## src/rtl/turn_controller_if.sv

```systemverilog
// Player/data-path handshake bundle for the Chicken Cha-Cha-Cha turn controller.
interface turn_controller_if;
   logic       start;
   logic       flip_btn;
   logic [3:0] tile_sel;
   logic       go;
   logic       W;
   logic       A;
   logic       B;
   logic       statecombo_next_turn;
   logic       reveal;
   logic [3:0] reveal_tile;
   logic       game_over;
   logic [2:0] state_dbg;

   // Drives player/data-path inputs, observes controller outputs.
   modport master (
      output start, flip_btn, tile_sel, go, W,
      input  A, B, statecombo_next_turn, reveal, reveal_tile, game_over, state_dbg
   );

   // The controller itself.
   modport slave (
      input  start, flip_btn, tile_sel, go, W,
      output A, B, statecombo_next_turn, reveal, reveal_tile, game_over, state_dbg
   );
endinterface

```

## src/rtl/turn_controller.sv

```systemverilog
// Game-flow FSM: flip -> compare (A) -> reveal -> move/win-check (B) or turn pass.
module turn_controller #(
   parameter int unsigned CHECK_LAT     = 2,
   parameter int unsigned REVEAL_CYCLES = 50000000,
   parameter int unsigned WIN_LAT       = 2,
   parameter int unsigned TURN_TIMEOUT  = 500000000
) (
   input logic                clk,
   input logic                rst,
   turn_controller_if.slave   bus
);

   typedef enum logic [2:0] {
      ST_IDLE      = 3'd0,
      ST_WAIT_FLIP = 3'd1,
      ST_CHECK     = 3'd2,
      ST_REVEAL    = 3'd3,
      ST_MOVE      = 3'd4,
      ST_WIN_CHK   = 3'd5,
      ST_NEXT      = 3'd6,
      ST_OVER      = 3'd7
   } state_t;

   // One phase counter is shared by CHECK, REVEAL and WIN_CHK, so size it for the longest.
   localparam int unsigned PH_MAX = (CHECK_LAT > REVEAL_CYCLES) ?
                                    ((CHECK_LAT > WIN_LAT) ? CHECK_LAT : WIN_LAT) :
                                    ((REVEAL_CYCLES > WIN_LAT) ? REVEAL_CYCLES : WIN_LAT);
   localparam int unsigned PH_W   = (PH_MAX > 1) ? $clog2(PH_MAX) : 1;
   localparam int unsigned TURN_W = (TURN_TIMEOUT > 1) ? $clog2(TURN_TIMEOUT) : 1;

   localparam logic [PH_W-1:0]   CHECK_LAST  = PH_W'(CHECK_LAT - 1);
   localparam logic [PH_W-1:0]   REVEAL_LAST = PH_W'(REVEAL_CYCLES - 1);
   localparam logic [PH_W-1:0]   WIN_LAST    = PH_W'(WIN_LAT - 1);
   localparam logic [TURN_W-1:0] TURN_LAST   = TURN_W'(TURN_TIMEOUT - 1);
   localparam bit                TIMEOUT_EN  = (TURN_TIMEOUT != 0);

   state_t              state;
   logic [PH_W-1:0]     phase_cnt;
   logic [TURN_W-1:0]   turn_cnt;
   logic                flip_q;
   logic                go_q;
   logic                a_q;
   logic                b_q;
   logic                next_turn_q;
   logic                reveal_q;
   logic                game_over_q;
   logic [3:0]          reveal_tile_q;

   logic flip_rise;
   logic timeout_hit;

   assign flip_rise   = bus.flip_btn & ~flip_q;
   assign timeout_hit = TIMEOUT_EN && (turn_cnt == TURN_LAST);

   always_ff @(posedge clk) begin
      if (rst) begin
         state         <= ST_IDLE;
         phase_cnt     <= '0;
         turn_cnt      <= '0;
         flip_q        <= 1'b0;
         go_q          <= 1'b0;
         a_q           <= 1'b0;
         b_q           <= 1'b0;
         next_turn_q   <= 1'b0;
         reveal_q      <= 1'b0;
         game_over_q   <= 1'b0;
         reveal_tile_q <= '0;
      end else begin
         flip_q      <= bus.flip_btn;
         a_q         <= 1'b0;
         b_q         <= 1'b0;
         next_turn_q <= 1'b0;

         case (state)
            ST_IDLE: begin
               if (bus.start) begin
                  state    <= ST_WAIT_FLIP;
                  turn_cnt <= '0;
               end
            end

            // A flip on the timeout cycle takes priority over passing the turn.
            ST_WAIT_FLIP: begin
               if (flip_rise) begin
                  reveal_tile_q <= bus.tile_sel;
                  state         <= ST_CHECK;
                  phase_cnt     <= '0;
                  a_q           <= 1'b1;
               end else if (timeout_hit) begin
                  state       <= ST_NEXT;
                  next_turn_q <= 1'b1;
               end else begin
                  turn_cnt <= turn_cnt + TURN_W'(1);
               end
            end

            ST_CHECK: begin
               if (phase_cnt == CHECK_LAST) begin
                  go_q      <= bus.go;
                  state     <= ST_REVEAL;
                  phase_cnt <= '0;
                  reveal_q  <= 1'b1;
               end else begin
                  phase_cnt <= phase_cnt + PH_W'(1);
               end
            end

            ST_REVEAL: begin
               if (phase_cnt == REVEAL_LAST) begin
                  reveal_q <= 1'b0;
                  if (go_q) begin
                     state <= ST_MOVE;
                     b_q   <= 1'b1;
                  end else begin
                     state       <= ST_NEXT;
                     next_turn_q <= 1'b1;
                  end
               end else begin
                  phase_cnt <= phase_cnt + PH_W'(1);
               end
            end

            ST_MOVE: begin
               state     <= ST_WIN_CHK;
               phase_cnt <= '0;
            end

            // Without a win the same player keeps the turn.
            ST_WIN_CHK: begin
               if (phase_cnt == WIN_LAST) begin
                  if (bus.W) begin
                     state       <= ST_OVER;
                     game_over_q <= 1'b1;
                  end else begin
                     state    <= ST_WAIT_FLIP;
                     turn_cnt <= '0;
                  end
               end else begin
                  phase_cnt <= phase_cnt + PH_W'(1);
               end
            end

            ST_NEXT: begin
               state    <= ST_WAIT_FLIP;
               turn_cnt <= '0;
            end

            ST_OVER: begin
               if (bus.start) begin
                  state       <= ST_IDLE;
                  game_over_q <= 1'b0;
               end
            end

            default: begin
               state <= ST_IDLE;
            end
         endcase
      end
   end

   assign bus.A                    = a_q;
   assign bus.B                    = b_q;
   assign bus.statecombo_next_turn = next_turn_q;
   assign bus.reveal               = reveal_q;
   assign bus.reveal_tile          = reveal_tile_q;
   assign bus.game_over            = game_over_q;
   assign bus.state_dbg            = state;

endmodule

```

## src/flat_wrapper.sv

```systemverilog
// flat-port wrapper written by rule: the top's interface ports become plain ports
module turn_controller_flat 
#(
   parameter int unsigned CHECK_LAT     = 2,
   parameter int unsigned REVEAL_CYCLES = 50000000,
   parameter int unsigned WIN_LAT       = 2,
   parameter int unsigned TURN_TIMEOUT  = 500000000
)
  (clk, rst, bus_start, bus_flip_btn, bus_tile_sel, bus_go, bus_W, bus_A, bus_B, bus_statecombo_next_turn, bus_reveal, bus_reveal_tile, bus_game_over, bus_state_dbg);
  turn_controller_if bus_i ();
  input logic clk;
  input logic rst;
  input wire logic [$bits(bus_i.start)-1:0] bus_start;
  input wire logic [$bits(bus_i.flip_btn)-1:0] bus_flip_btn;
  input wire logic [$bits(bus_i.tile_sel)-1:0] bus_tile_sel;
  input wire logic [$bits(bus_i.go)-1:0] bus_go;
  input wire logic [$bits(bus_i.W)-1:0] bus_W;
  output wire logic [$bits(bus_i.A)-1:0] bus_A;
  output wire logic [$bits(bus_i.B)-1:0] bus_B;
  output wire logic [$bits(bus_i.statecombo_next_turn)-1:0] bus_statecombo_next_turn;
  output wire logic [$bits(bus_i.reveal)-1:0] bus_reveal;
  output wire logic [$bits(bus_i.reveal_tile)-1:0] bus_reveal_tile;
  output wire logic [$bits(bus_i.game_over)-1:0] bus_game_over;
  output wire logic [$bits(bus_i.state_dbg)-1:0] bus_state_dbg;
  assign bus_i.start = bus_start;
  assign bus_i.flip_btn = bus_flip_btn;
  assign bus_i.tile_sel = bus_tile_sel;
  assign bus_i.go = bus_go;
  assign bus_i.W = bus_W;
  assign bus_A = bus_i.A;
  assign bus_B = bus_i.B;
  assign bus_statecombo_next_turn = bus_i.statecombo_next_turn;
  assign bus_reveal = bus_i.reveal;
  assign bus_reveal_tile = bus_i.reveal_tile;
  assign bus_game_over = bus_i.game_over;
  assign bus_state_dbg = bus_i.state_dbg;
  turn_controller #(.CHECK_LAT(CHECK_LAT), .REVEAL_CYCLES(REVEAL_CYCLES), .WIN_LAT(WIN_LAT), .TURN_TIMEOUT(TURN_TIMEOUT)) u_core (.clk(clk), .rst(rst), .bus(bus_i));
endmodule
```

## config.mk

```make
export PLATFORM = sky130hd
export DESIGN_NAME = turn_controller_flat
export DESIGN_NICKNAME = d
export VERILOG_FILES = /design/src/rtl/turn_controller_if.sv /design/src/rtl/turn_controller.sv /design/src/flat_wrapper.sv
export SDC_FILE = /design/constraint.sdc
export NUM_CORES = 1
export LEC_CHECK = 0
export BUFFER_PORTS_ARGS = -buffer_cell sky130_fd_sc_hd__buf_2
export CORE_MARGIN = 5
export CORE_UTILIZATION = 60
export DETAILED_ROUTE_END_ITERATION = 8
export HOLD_SLACK_MARGIN = 0.1
export PLACE_DENSITY = 0.79
export SYNTH_ARGS = -nofsm -noshare
export SYNTH_HDL_FRONTEND = slang
export SYNTH_SLANG_ARGS = --single-unit
```

## constraint.sdc

```tcl
create_clock -name clk -period 4.86 [get_ports clk]
set_input_delay 0.486 -clock clk [delete_from_list [all_inputs] [get_ports clk]]
set_output_delay 0.486 -clock clk [all_outputs]
set_load 0.01 [all_outputs]
```

==> results of run 1 <==
## cells by family after synthesis
family,after synthesis
AO/OA/AOI/OAI,60
XOR/XNOR,35
adder cells (fa/ha/maj),4
buffers and inverters,38
flip-flops,69
multiplexers,2
AND/OR/NAND/NOR,261
## worst register-to-register path: stages, from the launching register on
cell	delay, ns
dfxtp_1	0.34
or4_1	0.59
or4_1	0.65
nor4_1	0.52
or4_1	0.71
nor2_1	0.09
mux2_1	0.31
## synth_stat cells, types with 2 or more instances
| master | instances | share of area, % |
|---|---|---|
| inv_1 | 14 | 1.4 |
| nand4_1 | 33 | 5.6 |
| o21ai_0 | 3 | 0.40 |
| buf_2 | 7 | 0.94 |
| nor4_1 | 20 | 3.4 |
| o31ai_1 | 3 | 0.61 |
| nor3b_1 | 2 | 0.40 |
| dfxtp_1 | 69 | 37 |
| and3b_1 | 2 | 0.47 |
| nor2_1 | 57 | 5.8 |
| or4_1 | 16 | 3.2 |
| o41ai_1 | 3 | 0.71 |
| xnor2_1 | 24 | 5.7 |
| and2_1 | 5 | 0.84 |
| nand3_1 | 26 | 3.5 |
| or4b_2 | 2 | 0.54 |
| nand3b_1 | 2 | 0.40 |
| ha_1 | 4 | 1.3 |
| clkbuf_1 | 16 | 1.6 |
| xor2_1 | 11 | 2.6 |
| a211oi_1 | 2 | 0.40 |
| or2_2 | 2 | 0.34 |
| a21oi_1 | 18 | 2.4 |
| nand2b_1 | 4 | 0.67 |
| o211ai_1 | 7 | 1.4 |
| nor4b_1 | 5 | 1.2 |
| o21ai_1 | 7 | 0.94 |
| nor3_1 | 17 | 2.3 |
| nand2_1 | 45 | 4.5 |
| nor2b_1 | 3 | 0.51 |
| o31a_1 | 2 | 0.47 |
| a41oi_1 | 3 | 0.71 |
| and3_1 | 8 | 1.3 |
| or3_1 | 8 | 1.3 |
## through the flow
stage / total power, mW / area [sq um] / utilization, % / std cells
after floorplan: 0.862 / 3710 / - / 469
after global placement: 0.937 / 3820 / 64.1 / 542
after detailed placement: 0.942 / 3820 / 64.1 / 542
after CTS: 1.43 / 4030 / 67.7 / 558
after global routing: 1.50 / 4030 / 67.7 / 558
final: 1.43 / 4030 / 67.7 / 558
## power breakdown
group | total (mW) | internal [mW] | switching, mW
logic | 0.305 | 0.0895 | 0.215
clock network | 0.493 | 0.279 | 0.215
registers | 0.631 | 0.587 | 0.0445
## registers in the layout, indices dropped and copies added, names as in the netlist
signal                           cells
u_core.bus.game_over                 1
u_core.go_q                          1
u_core.bus.A                         1
u_core.bus.reveal_tile               4
u_core.flip_q                        1
u_core.bus.state_dbg                 3
u_core.phase_cnt                    26
u_core.bus.B                         1
u_core.turn_cnt                     29
u_core.bus.statecombo_next_turn      1
u_core.bus.reveal                    1
## how the worst max path moves through the flow
stage / startpoint / end / slack, ns / depth (start not counted)
2_1_floorplan: u_core.phase_cnt[10] / u_core.turn_cnt[11] / 2.18 / 8
3_3_place_gp: u_core.phase_cnt[10] / u_core.phase_cnt[25] / 1.67 / 6
6_report: u_core.phase_cnt[10] / u_core.phase_cnt[25] / 1.55 / 6
5_1_grt: u_core.phase_cnt[10] / u_core.phase_cnt[25] / 1.36 / 6
4_1_cts: u_core.phase_cnt[10] / u_core.phase_cnt[25] / 1.54 / 6
3_5_place_dp: u_core.phase_cnt[10] / u_core.phase_cnt[25] / 1.57 / 6
## area by class of cell
class	count	area (sq um)
Sequential cell	69	1380
Multi-Input combinational cell	362	2180
Inverter	14	52.6
Clock buffer	13	169
Fill cell	511	1920
Timing Repair Buffer	22	113
Clock inverter	3	42.5
Tap cell	75	93.8
## per-layer routing
layer	up-vias	part of all wire (%)	wire (microns)
met5	-	0	0
met4	0	2.0	182
met2	140	47	4290
li1	1743	-	-
met1	1663	44	4000
met3	22	6.3	574
==> impl_metrics.toml, run 1 <==
[synthesis]
synth_ff_type = "dfxtp_1"
syn-num-nets = 483
ys_warn_count = 0
ys_ff_latch = 69
synth-compound-area-share_pct = 11.2
synth-adder-area-share_pct = 1.35
synth_top_family_by_area = "simple AND/OR/NAND/NOR gates"
yosys.cell_types.count = 53
ys_seq_area_share_pct = 37.2
synth-edff-count = 0
async_flop_share_pct = 0
netlist_area_sq_mm = 0.00371
synth_area_per_cell_sq_um = 7.92
postSynthCellCount = 469
yosys.area_share.simple_pct = 37.3
muxShareOfSynthArea_pct = 0.573
synth_xor_area_share_pct = 8.26

[global_route]
grt_pass1_vias = 3280
antenna_found_initial = 0
grt_max_degree = 28
grtUsageMet2_pct = 38.8
top_usage_layer = "met2"
use_met1_pct = 32.8
globalRouteMet3Util_pct = 4.84
gr-total-overflow = 0
grt_pass1_wl_mm = 15.4
grtUsageTotal_pct = 24.6

[floorplanning]
rows = 28
fp.dieH_microns = 88.7
die_area_sq_mm = 0.00786
io_pins = 22
initial_utilization_pct = 62.3
die_width_microns = 88.7
fp.coreArea_sq_mm = 0.00596

[worst_setup_path]
critical_path_class = "register to register"
crit_slowest_cell = "or4_1"
slowest_delay_ns = 0.71
crit_chain = "or4_1, or4_1, nor4_1, or4_1, nor2_1, mux2_1"
r2r_end = "u_core.phase_cnt[25]"
timing.rr.start = "u_core.phase_cnt[10]"
crit_buf_inv = 0
start_kind = "register"
cp_common_cell = "or4_1"
cp_max_fo = 23
worstPathRequired_ns = 5.10
crit_path_end_kind = "register"
reg2reg_depth = 6
crit_family = "simple AND/OR/NAND/NOR gates"
crit_arrival_ns = 3.55
rrSetupSlack_ns = 1.55

[clock_network]
postCtsSetupBuffers = 0
cts.htree.levels = 3
cts_buffers = 9
cts_tree = "done"
postCtsHoldBufs = 0
clockBufferDepth = 2
cts-root-buf = "clkbuf_8"
post_cts_resized = 0
clk_pin_slew_ns = 0.08
cts_sinks = 69
worstSkewPairLatency_ns = 0.34

[finish]
n_antenna_cell = 0
area_delta_synth_final_pct = 8.59
final_cell_mix = "dfxtp_1 (69), nor2_1 (57), nand2_1 (45), nand4_1 (33), nand3_1 (26)"
mostFrequentLayoutCell = "dfxtp_1"
layout-drive-gt1-share_pct = 8.70
fin_nets = 492

[timing]
finalSetupTns_ns = 0
setup_viol = 0
fmax_ghz = 0.302
relSlewSlack_pct = 36.9
skew_ns = 0.00843
finalCritPeriodShare_pct = 68.2
final_period_minus_worst_setup_slack_ns = 3.31
finalHoldViolCount = 0
slew_viol_final = 0
hold_ws_ns = 0.376
rsz0062_at_grt = "false"
worst_slew_pin_slew_ns = 0.939
setup_slack_ns = 1.55

[hold_path]
min_path_cells = 3
min_to = "u_core.bus.reveal_tile[2]"
hp-start = "bus_tile_sel[2]"
hp-class = "input pin to register"

[route]
drc = 0
drtAntennaViolNets = 0
viasPerCell = 6.39
avgRoutedWirePerCell_microns = 16.2
drt_iter0_drc = 255
num_vias = 3568
first_pass_iters = 5
postRouteWirelength_mm = 9.05

[run_status]
status = "completed"

[power_and_ir_drop]
p_leak_nw = 1.33
power_density_mw_per_mm2 = 355
vdd_drop_max_v = 0.000285

[placement]
gp_congestion = 0.965
hpwl_mm = 6.48
numPortBuffers = 21
pre_cts_ws_ns = 1.57

[flow_run]
cap_violations = 0
Power figures use the tool's default switching activity.
==> run 2, diff against run 1 <==
- CORE_UTILIZATION: 60 -> 55
- PLACE_DENSITY: 0.79 -> 0.76
- clock period: 4.86 -> 3.03 ns (I/O delays scaled with it)
==> run 2 against run 1 <==
Net effect: combinational power up 77%; critical endpoint is now u_core.turn_cnt[6]; flip-flop and latch count unchanged; utilization down 5.6 points.
==> impl_metrics.toml, run 2 (synthesis results as in run 1) <==
[worst_setup_path]
worstPathRequired_ns = 3.30
crit_arrival_ns = 3.16
rrSetupSlack_ns = 0.15
r2r_end = "u_core.turn_cnt[6]"
critical_path_class = "register to register"
startpoint = "u_core.phase_cnt[3]"
timing.rr.start = "u_core.phase_cnt[3]"
cp_max_fo = 10
reg2reg_depth = 7
endpoint = "u_core.turn_cnt[6]"
crit_path_end_kind = "register"
start_kind = "register"

[route]
viasPerCell = 6.28
drtAntennaViolNets = 0
postRouteWirelength_mm = 9.39
drc = 0
num_vias = 3628
first_pass_iters = 5
avgRoutedWirePerCell_microns = 16.2
drt_iter0_drc = 193

[clock_network]
clockBufferDepth = 2
postCtsHoldBufs = 0
cts-root-buf = "clkbuf_8"
cts_tree = "done"
cts.htree.levels = 3
cts_buffers = 9
post_cts_resized = 0
clk_pin_slew_ns = 0.08
worstSkewPairLatency_ns = 0.35
cts_sinks = 69

[floorplanning]
fp.coreArea_sq_mm = 0.00668
die_width_microns = 92.2
rows = 30
fp.dieH_microns = 92.2
initial_utilization_pct = 55.6
die_area_sq_mm = 0.00849
io_pins = 22

[timing]
rsz0062_at_grt = "false"
skew_ns = 0.0108
finalHoldViolCount = 0
finalCritPeriodShare_pct = 95.2
setup_viol = 0
fmax_ghz = 0.347
hold_ws_ns = 0.182
slew_viol_final = 0
final_period_minus_worst_setup_slack_ns = 2.88
relSlewSlack_pct = 40.0
worst_slew_pin_slew_ns = 0.900

[hold_path]
min_path_cells = 3
hp-class = "input pin to register"

[placement]
hpwl_mm = 6.82
gp_congestion = 0.866
numPortBuffers = 21

[power_and_ir_drop]
p_leak_nw = 1.40
vdd_drop_max_v = 0.000364
power_density_mw_per_mm2 = 551

[finish]
fillers = 594
n_antenna_cell = 0
final_cell_mix = "dfxtp_1 (69), nor2_1 (57), nand2_1 (45), nand4_1 (33), nand3_1 (26)"
area_delta_synth_final_pct = 11.7
layout-drive-gt1-share_pct = 11.6
mostFrequentLayoutCell = "dfxtp_1"
final_core_utilization_pct = 62.1
fin_nets = 508
largest_register_ffs = 29
largest_register = "u_core.turn_cnt"

[flow_run]
cap_violations = 0

[global_route]
antenna_found_initial = 0
grt_pass1_wl_mm = 15.8
grt_pass1_vias = 3331
grt_max_degree = 28
grtUsageTotal_pct = 22.9
gr-total-overflow = 0

[run_status]
status = "completed"
==> run 2: per-layer routing <==
metal	vias to the layer above	track usage [%]	routed length [microns]
li1	1778	-	-
met1	1691	29.7	4200
met2	139	36.7	4430
met3	20	5.99	583
met4	0	8.17	173
met5	-	0	0
==> run 2: power by group <==
group / switching (mW) / internal [mW]
Clock: 0.363 / 0.375
Sequential: 0.0649 / 0.941
Combinational: 0.351 / 0.190
Total: 0.779 / 1.51
==> run 2: timing repair <==
action                     in CTS  in global routing
buffers inserted                2                  0
setup endpoints to repair       2                  0
hold endpoints to repair        0                  0
==> run 2: worst min path at each step <==
| stage | start | to | slack, ns |
|---|---|---|---|
| 5_1_grt | bus_tile_sel[2] | u_core.bus.reveal_tile[2] | 0.18 |
| 6_report | bus_tile_sel[0] | u_core.bus.reveal_tile[0] | 0.18 |
| 2_1_floorplan | bus_flip_btn | u_core.flip_q | 0.43 |
| 3_5_place_dp | u_core.bus.reveal_tile[0] | u_core.bus.reveal_tile[0] | 0.45 |
| 4_1_cts | bus_tile_sel[0] | u_core.bus.reveal_tile[0] | 0.18 |
| 3_3_place_gp | u_core.bus.reveal_tile[0] | u_core.bus.reveal_tile[0] | 0.44 |
==> run 2: worst max-delay path, cell delays in order, from the launching register on <==
cell     delay [ns]
dfxtp_1        0.37
or4_1          0.58
or4_1          0.62
o31ai_4        0.35
nand4_1        0.19
buf_4          0.23
or3_1          0.30
a21oi_1        0.17
==> run 2: layout make-up <==
| class | instances | area (sq um) | share of cell area (%) |
|---|---|---|---|
| well taps | 80 | 100 | 2.41 |
| flip-flops and latches | 69 | 1380 | 33.3 |
| clock inverters | 6 | 63.8 | 1.54 |
| inverters | 14 | 52.6 | 1.27 |
| clock buffers | 9 | 124 | 2.99 |
| multi-input cells | 362 | 2180 | 52.6 |
| repair buffers | 38 | 245 | 5.91 |
==> run 2: stage by stage <==
| stage | total power [mW] | worst slack (ns) | TNS, ns | area [sq um] | cells |
|---|---|---|---|---|---|
| 4_1_cts | 2.29 | 0.156 | 0 | 4150 | 578 |
| 6_report | 2.28 | 0.147 | 0 | 4150 | 578 |
| 3_3_place_gp | 1.54 | 0.102 | 0 | 3940 | 561 |
| 3_5_place_dp | 1.56 | -0.0128 | -0.0128 | 3940 | 561 |
| 2_1_floorplan | 1.38 | 0.354 | 0 | 3710 | 469 |
| 5_1_grt | 2.40 | 0.0146 | 0 | 4150 | 578 |
